### src/rtl/uart_pkg.sv
// Shared UART definitions used by the transmitter and the receiver: the FSM
// state encoding, the data width and the idle line level.
package uart_pkg;

  localparam int DATA_W = 8;
  localparam int BIT_CNT_W = $clog2(DATA_W);
  localparam logic IDLE_LEVEL = 1'b1;

  typedef enum logic [2:0] {
    ST_IDLE   = 3'd0,
    ST_START  = 3'd1,
    ST_DATA   = 3'd2,
    ST_PARITY = 3'd3,
    ST_STOP   = 3'd4
  } uart_state_e;

endpackage

### src/rtl/uart_tx_baud_gen.sv
// Fractional baud tick generator: one tick per bit time with no cumulative
// drift. The accumulator is held at zero whenever en is low.
module uart_tx_baud_gen #(
  parameter int ClkFrequency = 50000000,
  parameter int Baud         = 115200
) (
  input  logic clk,
  input  logic rst,
  input  logic en,
  output logic tick
);

  localparam int AccWidth = $clog2(ClkFrequency + Baud);
  localparam logic [AccWidth-1:0] BaudInc  = AccWidth'(Baud);
  localparam logic [AccWidth-1:0] ClkLimit = AccWidth'(ClkFrequency);

  logic [AccWidth-1:0] acc_q;
  logic [AccWidth-1:0] sum;

  // The sum stays below ClkFrequency + Baud, so it fits in AccWidth bits.
  assign sum  = acc_q + BaudInc;
  assign tick = en && (sum >= ClkLimit);

  always_ff @(posedge clk) begin
    if (rst || !en) begin
      acc_q <= '0;
    end else if (tick) begin
      acc_q <= sum - ClkLimit;
    end else begin
      acc_q <= sum;
    end
  end

endmodule

### src/rtl/uart_tx_framer.sv
// UART transmit framer: one byte per request, sent LSB first as an 8-N-1 or
// 8-N-2 frame. Defining UART_TX_PARITY_EN adds a parity bit whose sense is set
// by ParityOdd.
module uart_tx_framer
  import uart_pkg::*;
#(
  parameter int ClkFrequency = 50000000,
  parameter int Baud         = 115200,
  parameter int StopBits     = 1,
  parameter int ParityOdd    = 0
) (
  input  logic              clk,
  input  logic              rst,
  input  logic              TxD_start,
  input  logic [DATA_W-1:0] TxD_data,
  output logic              TxD_busy,
  output logic              TxD_out
);

  localparam logic [BIT_CNT_W-1:0] BIT_LAST  = BIT_CNT_W'(DATA_W - 1);
  localparam logic                 STOP_LAST = 1'(StopBits - 1);

  if (StopBits < 1 || StopBits > 2 || ParityOdd < 0 || ParityOdd > 1) begin : g_bad_cfg
    $error("uart_tx_framer: StopBits must be 1 or 2, ParityOdd must be 0 or 1");
  end

  uart_state_e           state_q, state_d;
  logic [DATA_W-1:0]     shift_q, shift_d;
  logic [BIT_CNT_W-1:0]  bit_cnt_q, bit_cnt_d;
  logic                  stop_cnt_q, stop_cnt_d;
  logic                  tx_d, busy_d;
  logic                  tick;
`ifdef UART_TX_PARITY_EN
  logic                  parity_q, parity_d;
`endif

  uart_tx_baud_gen #(
    .ClkFrequency(ClkFrequency),
    .Baud        (Baud)
  ) u_baud_gen (
    .clk (clk),
    .rst (rst),
    .en  (TxD_busy),
    .tick(tick)
  );

  // NOTE: sequential state uses non-blocking assignments so every register
  // samples pre-edge values regardless of statement order.
  always_ff @(posedge clk) begin
    if (rst) begin
      state_q    <= ST_IDLE;
      shift_q    <= '0;
      bit_cnt_q  <= '0;
      stop_cnt_q <= 1'b0;
      TxD_out    <= IDLE_LEVEL;
      TxD_busy   <= 1'b0;
`ifdef UART_TX_PARITY_EN
      parity_q   <= 1'b0;
`endif
    end else begin
      state_q    <= state_d;
      shift_q    <= shift_d;
      bit_cnt_q  <= bit_cnt_d;
      stop_cnt_q <= stop_cnt_d;
      TxD_out    <= tx_d;
      TxD_busy   <= busy_d;
`ifdef UART_TX_PARITY_EN
      parity_q   <= parity_d;
`endif
    end
  end

  // NOTE: every variable gets a default before the case so no path can
  // leave it unassigned and infer a latch.
  always_comb begin
    state_d    = state_q;
    shift_d    = shift_q;
    bit_cnt_d  = bit_cnt_q;
    stop_cnt_d = stop_cnt_q;
`ifdef UART_TX_PARITY_EN
    parity_d   = parity_q;
`endif
    case (state_q)
      ST_IDLE: begin
        if (TxD_start && !TxD_busy) begin
          state_d = ST_START;
          shift_d = TxD_data;
`ifdef UART_TX_PARITY_EN
          parity_d = (^TxD_data) ^ ParityOdd[0];
`endif
        end
      end
      ST_START: begin
        if (tick) begin
          state_d   = ST_DATA;
          bit_cnt_d = '0;
        end
      end
      ST_DATA: begin
        if (tick) begin
          shift_d   = shift_q >> 1;
          bit_cnt_d = bit_cnt_q + 1'b1;
          if (bit_cnt_q == BIT_LAST) begin
            stop_cnt_d = 1'b0;
`ifdef UART_TX_PARITY_EN
            state_d = ST_PARITY;
`else
            state_d = ST_STOP;
`endif
          end
        end
      end
`ifdef UART_TX_PARITY_EN
      ST_PARITY: begin
        if (tick) begin
          state_d    = ST_STOP;
          stop_cnt_d = 1'b0;
        end
      end
`endif
      ST_STOP: begin
        if (tick) begin
          if (stop_cnt_q == STOP_LAST) begin
            state_d = ST_IDLE;
          end else begin
            stop_cnt_d = stop_cnt_q + 1'b1;
          end
        end
      end
      default: state_d = ST_IDLE;
    endcase
  end

  // Outputs are decoded from the next state so the registered line changes
  // on the same edge as the state it belongs to.
  always_comb begin
    tx_d   = IDLE_LEVEL;
    busy_d = (state_d != ST_IDLE);
    case (state_d)
      ST_START:  tx_d = 1'b0;
      ST_DATA:   tx_d = shift_d[0];
`ifdef UART_TX_PARITY_EN
      ST_PARITY: tx_d = parity_q;
`endif
      default:   tx_d = IDLE_LEVEL;
    endcase
  end

endmodule

### config.mk
export PLATFORM = sky130hd
export DESIGN_NAME = uart_tx_framer
export DESIGN_NICKNAME = d
export VERILOG_FILES = /design/src/rtl/uart_pkg.sv /design/src/rtl/uart_tx_baud_gen.sv /design/src/rtl/uart_tx_framer.sv
export SDC_FILE = /design/constraint.sdc
export NUM_CORES = 1
export LEC_CHECK = 0
export CAP_MARGIN = 20
export CORE_ASPECT_RATIO = 0.75
export CORE_MARGIN = 8
export CORE_UTILIZATION = 47
export DETAILED_ROUTE_END_ITERATION = 7
export PLACE_DENSITY = 0.61
export SLEW_MARGIN = 20
export SYNTH_ARGS = -nofsm -noshare
export SYNTH_HDL_FRONTEND = slang
export SYNTH_SLANG_ARGS = --single-unit
### constraint.sdc
create_clock -name clk -period 4.4 [get_ports clk]
set_clock_uncertainty 0.15 [all_clocks]
set_input_delay 0.66 -clock clk [delete_from_list [all_inputs] [get_ports clk]]
set_output_delay 0.66 -clock clk [all_outputs]
set_load 0.01 [all_outputs]
* After elaboration in Yosys (flattened, before gate mapping)
Cells that the tools add are included.
Word-level totals: flip-flop bits (word level) 43, input bits 11, output and inout bits 2, word-level logic and storage cells 56
Operators by class: add/sub/neg operators 4, $lt $le $gt $ge 1, eq/ne operators 11, mux-type cells 20, reductions and logical operators 12
Operators with widths (number):
- 26-bit by 17-bit adder with 26-bit output (second input constant) | 1
- 26-bit >= comparator (second input constant) | 1
- 26-bit 2-to-1 mux | 1
- 26-bit subtractor (second input constant) | 1
- 3-bit 2-to-1 mux | 8
- 8-bit 2-to-1 mux | 2
- 8-bit one-hot mux with 2 select lines | 1
- 3-bit one-hot mux with 4 select lines | 1
- 2-bit inequality test (second input constant) | 5
- 3-bit by 1-bit equality test with 1-bit output (second input constant) | 2
- 3-bit by 2-bit equality test with 1-bit output (second input constant) | 2
- 3-bit equality test (second input constant) | 2
- 3-bit one-hot mux with 2 select lines | 1
- 3-bit AND reduction | 2
- 2-bit nonzero test | 3
- 1-bit 2-to-1 mux | 4
- 1-bit one-hot mux with 2 select lines | 2
- 4-bit AND reduction | 1
- 3-bit by 1-bit adder with 3-bit output (second input constant) | 1
- 3-bit logical NOT | 1
- 3-bit nonzero test | 1
- 1-bit logical AND | 2
- 1-bit adder (second input constant) | 1
- 1-bit logical NOT | 1
- 1-bit logical OR | 1

* Longest topological paths before layout
Gate-level depths: netlist (run 1).
depth in word-level cells 7, mapped depth 12, gate-level depth less buffers 9

* Cells and area by module
A second synthesis (run 1) with hierarchy kept.
Unflattened totals: cell total of the unflattened synthesis 284, area, all modules 2364.8 µm²
Modules (own cells, without submodules):
- uart_tx_baud_gen | instances 1, cells an instance 203, area each 1615.3 µm², seq. area each 380.4 µm²
- uart_tx_framer | instances 1, cells an instance 81, area each 749.5 µm², seq. area each 320.3 µm²

* Least setup slack after synthesis (run 1)
No wires, ideal clock.
path type register -> register, start point register u_baud_gen.acc_q[9], end point register u_baud_gen.acc_q[23], library setup time 0.132 ns, data arrival time 2.809 ns, required time 4.118 ns, setup slack 1.310 ns, stages on the path, launching flop included 12, buffers on the path 2, period minus slack after synthesis 3.090 ns, cells stage by stage dfxtp_1 -> ha_1 -> buf_6 -> or2_0 -> nor4_1 -> o21ai_1 -> a2111oi_4 -> a21oi_2 -> or4_1 -> buf_2 -> nor3_1 -> nor3b_2
Between the ends: cells in the longest elaborated chain, start to end 4, elaborated cells on any way between the ends 5, those cells by class add/sub: 2; order compare: 1; mux: 1; reduce/logical: 1
RTL lines:
- start: declaration | RTL line uart_tx_baud_gen.sv:17 | logic [AccWidth-1:0] acc_q;
- start signal: assignment | RTL line uart_tx_baud_gen.sv:28 | acc_q <= sum - ClkLimit;
- start signal: assignment | RTL line uart_tx_baud_gen.sv:30 | acc_q <= sum;
- 26-bit by 17-bit adder with 26-bit output * | RTL line uart_tx_baud_gen.sv:21 | assign sum = acc_q + BaudInc;
- 26-bit >= comparator | RTL line uart_tx_baud_gen.sv:22 | assign tick = en && (sum >= ClkLimit);
- 1-bit logical AND | RTL line uart_tx_baud_gen.sv:22
- 26-bit 2-to-1 mux * | RTL line uart_tx_baud_gen.sv:27 | end else if (tick) begin
Mark *: on every way between the ends. The rest lies on a longest branch, timed or not. A chain may end at the register's enable or synchronous reset.

* Worst setup path after layout (run 1)
start point register u_baud_gen.acc_q[9], end point register u_baud_gen.acc_q[14]
Same word-level chain as after synthesis.

==> results of run 1 <==
## final timing paths
| path | startpoint | end | slack, ns | depth (start not counted) |
|---|---|---|---|---|
| worst max register to register | u_baud_gen.acc_q[9]$_SDFF_PP0_ | u_baud_gen.acc_q[14]$_SDFF_PP0_ | 0.61 | 9 |
| worst min register to register | shift_q[7]$_SDFFE_PP0P_ | shift_q[7]$_SDFFE_PP0P_ | 0.32 | 2 |
| worst max-delay path | u_baud_gen.acc_q[9]$_SDFF_PP0_ | u_baud_gen.acc_q[14]$_SDFF_PP0_ | 0.61 | 9 |
| worst min-delay path | shift_q[7]$_SDFFE_PP0P_ | shift_q[7]$_SDFFE_PP0P_ | 0.32 | 2 |
## critical path, cell delays in order, from the launching register on
cell	delay, ns
sky130_fd_sc_hd__dfxtp_1	0.44
sky130_fd_sc_hd__ha_1	0.56
sky130_fd_sc_hd__nand4_4	0.21
sky130_fd_sc_hd__a2111oi_0	0.43
sky130_fd_sc_hd__a31oi_1	0.14
sky130_fd_sc_hd__a2111oi_4	0.42
sky130_fd_sc_hd__a21o_1	0.35
sky130_fd_sc_hd__nand3_2	0.28
sky130_fd_sc_hd__or4_1	0.57
sky130_fd_sc_hd__a21oi_1	0.14
## registers in the layout (all words and copies together) (netlist names)
signal,flops
shift_q,8
TxD_out,1
bit_cnt_q,3
u_baud_gen.acc_q,19
state_q,3
TxD_busy,1
## cell families after synthesis
logic type / count (synthesis) / synth area share
AO/OA/AOI/OAI: 94 / 0.286
XOR/XNOR: 18 / 0.0636
adder cells (fa/ha/maj): 5 / 0.0252
buffers and inverters: 31 / 0.0641
flip-flops: 35 / 0.283
multiplexers: 3 / 0.0126
AND/OR/NAND/NOR: 115 / 0.266
## through the flow
step	total power [mW]	util	instances	worst slack [ns]	cell area [um^2]
after floorplan	0.425	-	301	1.31	2480
after global placement	0.453	0.497	370	0.760	2590
after detailed placement	0.453	0.497	370	0.693	2590
after CTS	0.697	0.514	377	0.668	2680
after global routing	0.727	0.514	377	0.255	2680
final	0.695	0.514	377	0.614	2680
## layout make-up
class | instances | share of cell area
clock buffers | 6 | 0.0308
inverters | 11 | 0.0154
well taps | 75 | 0.0350
multi-input cells | 235 | 0.605
clock inverters | 1 | 0.00187
repair buffers | 14 | 0.0504
flip-flops and latches | 35 | 0.262
## power groups by stage
stage / sequential [mW] / combinational [mW] / clock, mW
final: 0.339 / 0.108 / 0.248
after global placement: 0.346 / 0.107 / 0
after CTS: 0.338 / 0.108 / 0.251
after global routing: 0.340 / 0.121 / 0.266
after floorplan: 0.342 / 0.0834 / 0
after detailed placement: 0.346 / 0.107 / 0
## cells in the final DEF (no fill, tap or decap), types with 7 or more instances in the layout
| master | count |
|---|---|
| sky130_fd_sc_hd__xnor2_1 | 13 |
| sky130_fd_sc_hd__nand4_1 | 8 |
| sky130_fd_sc_hd__or3_1 | 9 |
| sky130_fd_sc_hd__o21ai_1 | 7 |
| sky130_fd_sc_hd__nand3_1 | 17 |
| sky130_fd_sc_hd__inv_1 | 10 |
| sky130_fd_sc_hd__o21ai_0 | 9 |
| sky130_fd_sc_hd__dfxtp_1 | 35 |
| sky130_fd_sc_hd__nor2_1 | 22 |
| sky130_fd_sc_hd__nand2_1 | 17 |
| sky130_fd_sc_hd__a32oi_1 | 7 |
| sky130_fd_sc_hd__nand2b_1 | 7 |
| sky130_fd_sc_hd__clkdlybuf4s50_1 | 12 |
| sky130_fd_sc_hd__a21oi_1 | 23 |
## routing by layer
layer  up-vias  wire (um)  track usage
li1       1142          -            -
met1      1072       3080        0.233
met2        60       2540        0.223
met3         5        321       0.0445
met4         0         61       0.0422
met5         -          0            0
==> flow_results.org, run 1 <==
** Floorplan
- For this design the top-level I/O count stands at 13.
- For this configuration, the core starts out at a cell density of 0.476.
- In this run the core area contains 23 standard-cell rows.
- Floorplan die width :: 99.9 um
- From bottom edge to top edge, the die measures 78.9 um.
- Total core area :: 5210 um^2
- The die covers about 7900 um^2.

** STA
- Final number of max-transition violations :: 0
- For the final routed database, the setup TNS stands at 0 ns.
- Final worst hold slack :: between 0.3 and 0.4 ns
- The worst path in the final design needs a cycle of about 3.8 ns, including I/O delays and setup.
- Timing would allow up to 0.264 GHz.
- Setup violations remaining at the end of the flow were counted as 0.
- The final hold violation count is 0.
- Transition at the pin with the smallest max-transition slack :: around 0.86 ns
- In this run the tightest slew margin relative to its limit is 0.423.
- In the finished design, the share of the clock period the worst path needs comes to 0.861.
- RSZ-0062 raised after global routing :: false

** Global route
- Maximum number of pins on one net before global-route repair :: 20
- In the global route stage, overall resource usage came out at 0.160.
- Global routing finished with a remaining overflow of 0.
- The via count of the first global-routing pass is 2,072.
- Antenna violations before repair :: 0
- The first global-routing pass estimated roughly 10 mm of wire.

** Power
- Fraction of power consumed by combinational cells :: 0.156
- The share of total power dissipated in the clock network is 0.357.
- The share of total power dissipated in sequential elements is 0.488.
- Net switching fraction of the power :: 0.287
- Worst IR Drop VDD :: between 0.1 and 0.15 mV
- Leak pwr :: 0.831 nW
- In this run the power density over the cells is approximately 260 nW/um^2.
- The internal power of the cells totals between 0.4 and 0.5 mW.
- In this run the power spent charging and discharging nets is approximately 0.2 mW.

** Clocking
- H-tree depth :: 2
- Clock tree sinks :: 35
- The cell sitting at the root of the clock tree is a sky130_fd_sc_hd__clkbuf_8.
- After clock tree synthesis, the flow added hold-fix buffers numbering 0.
- Worst skew pair latency :: 0.30 ns
- After clock tree synthesis, the clock-pin slew on the worst setup and hold paths is about 0.070 ns.
- In this run, CTS created clock tree buffers numbering 5.
- Buffers added to address setup during post-CTS repair amount to 0.
- Post-CTS resize count :: 0
- TritonCTS built the clock tree.
- Clk buf depth :: 2

** Place
- Number of buffers inserted by port buffering :: 12
- Gp weighted congestion :: 0.842
- The HPWL after detailed placement is roughly 4.4 mm.

** Finish
- Footprint of the flip-flops and latches :: roughly 700 um^2
- At the end of the flow, the number of nets in the layout was 318.
- Of the cells placed in the final design, the portion with a size suffix greater than 1 is 0.0894.
- The repair_antennas step left the layout with diodes totalling 0.
- Area growth syn-to-layout :: 8.02%
- Combined area of the multi-input logic cells :: about 1600 um^2
- Fill cell instance count of the final layout :: ~510

** Yosys
- When the netlist entered floorplanning its net count stood at approximately 320.
- A synthesized cell averages 8.24 um^2.
- Leading area contributor after synthesis :: sky130_fd_sc_hd__dfxtp_1
- Most common flop cell mapped by yosys :: sky130_fd_sc_hd__dfxtp_1
- By area the synthesized netlist is led by sky130_fd_sc_hd__dfxtp_1 28%, sky130_fd_sc_hd__a21oi_1 4.6%, sky130_fd_sc_hd__xnor2_1 4.6%.
- Sequential share of the synthesized area :: 0.283
- Number of synthesized flops with an enable pin :: 0
- Of all flip-flops after synthesis, the portion carrying an async set or reset was 0.
- Portion of synthesized cell area occupied by the leading cell type :: 0.283
- Number of warnings printed during yosys synthesis :: 0
- Synthesis produced a netlist whose cell count is about 300.
- The number of different library cells used by synthesis comes to 68.
- The cell area that synthesis handed to floorplanning was around 2500 um^2.
- Most frequent cell after synthesis :: sky130_fd_sc_hd__dfxtp_1
- Most used standard cells in the synthesized netlist :: 35 x sky130_fd_sc_hd__dfxtp_1, 23 x sky130_fd_sc_hd__a21oi_1, 22 x sky130_fd_sc_hd__nor2_1
- After synthesis the netlist holds a flip-flop and latch count of 35.

** Route
- Antenna Violating Nets Remaining :: 0
- Detailed Route Iter0 Violations :: 190
- Sum of routed wire length over all layers :: around 6 mm
- Count of TritonRoute iterations in the first routing pass :: 4
- Routed length per placed instance :: ~16 um
- After detailed routing, the number of remaining DRC violations is 0.
- Average via count per standard cell :: around 6.0
- Total number of vias :: roughly 2,300

** Critical path
- Critical Path AT :: 3.85 ns
- Crit. End Element :: register
- Critical path startpoint category :: register
- Critical setup path kind :: reg2reg
- Maximum fanout encountered on the critical timing path :: 15
- Required time at the worst-slack endpoint :: ~4.5 ns

** Status
- The flow ran to the end, and the final reports show no timing, DRC or antenna violations.

** Flow run
- Max-cap violations in this run came to 0.

** Min path
- Min-delay worst type :: reg2reg
Note: power is estimated with default switching activity, not from simulation.
==> inputs of run 2 (changes only) <==
SKIP_LAST_GASP = 1   (was default)
==> results of run 2 <==
No change in the layout: final DEF, timing and power equal those of run 1.
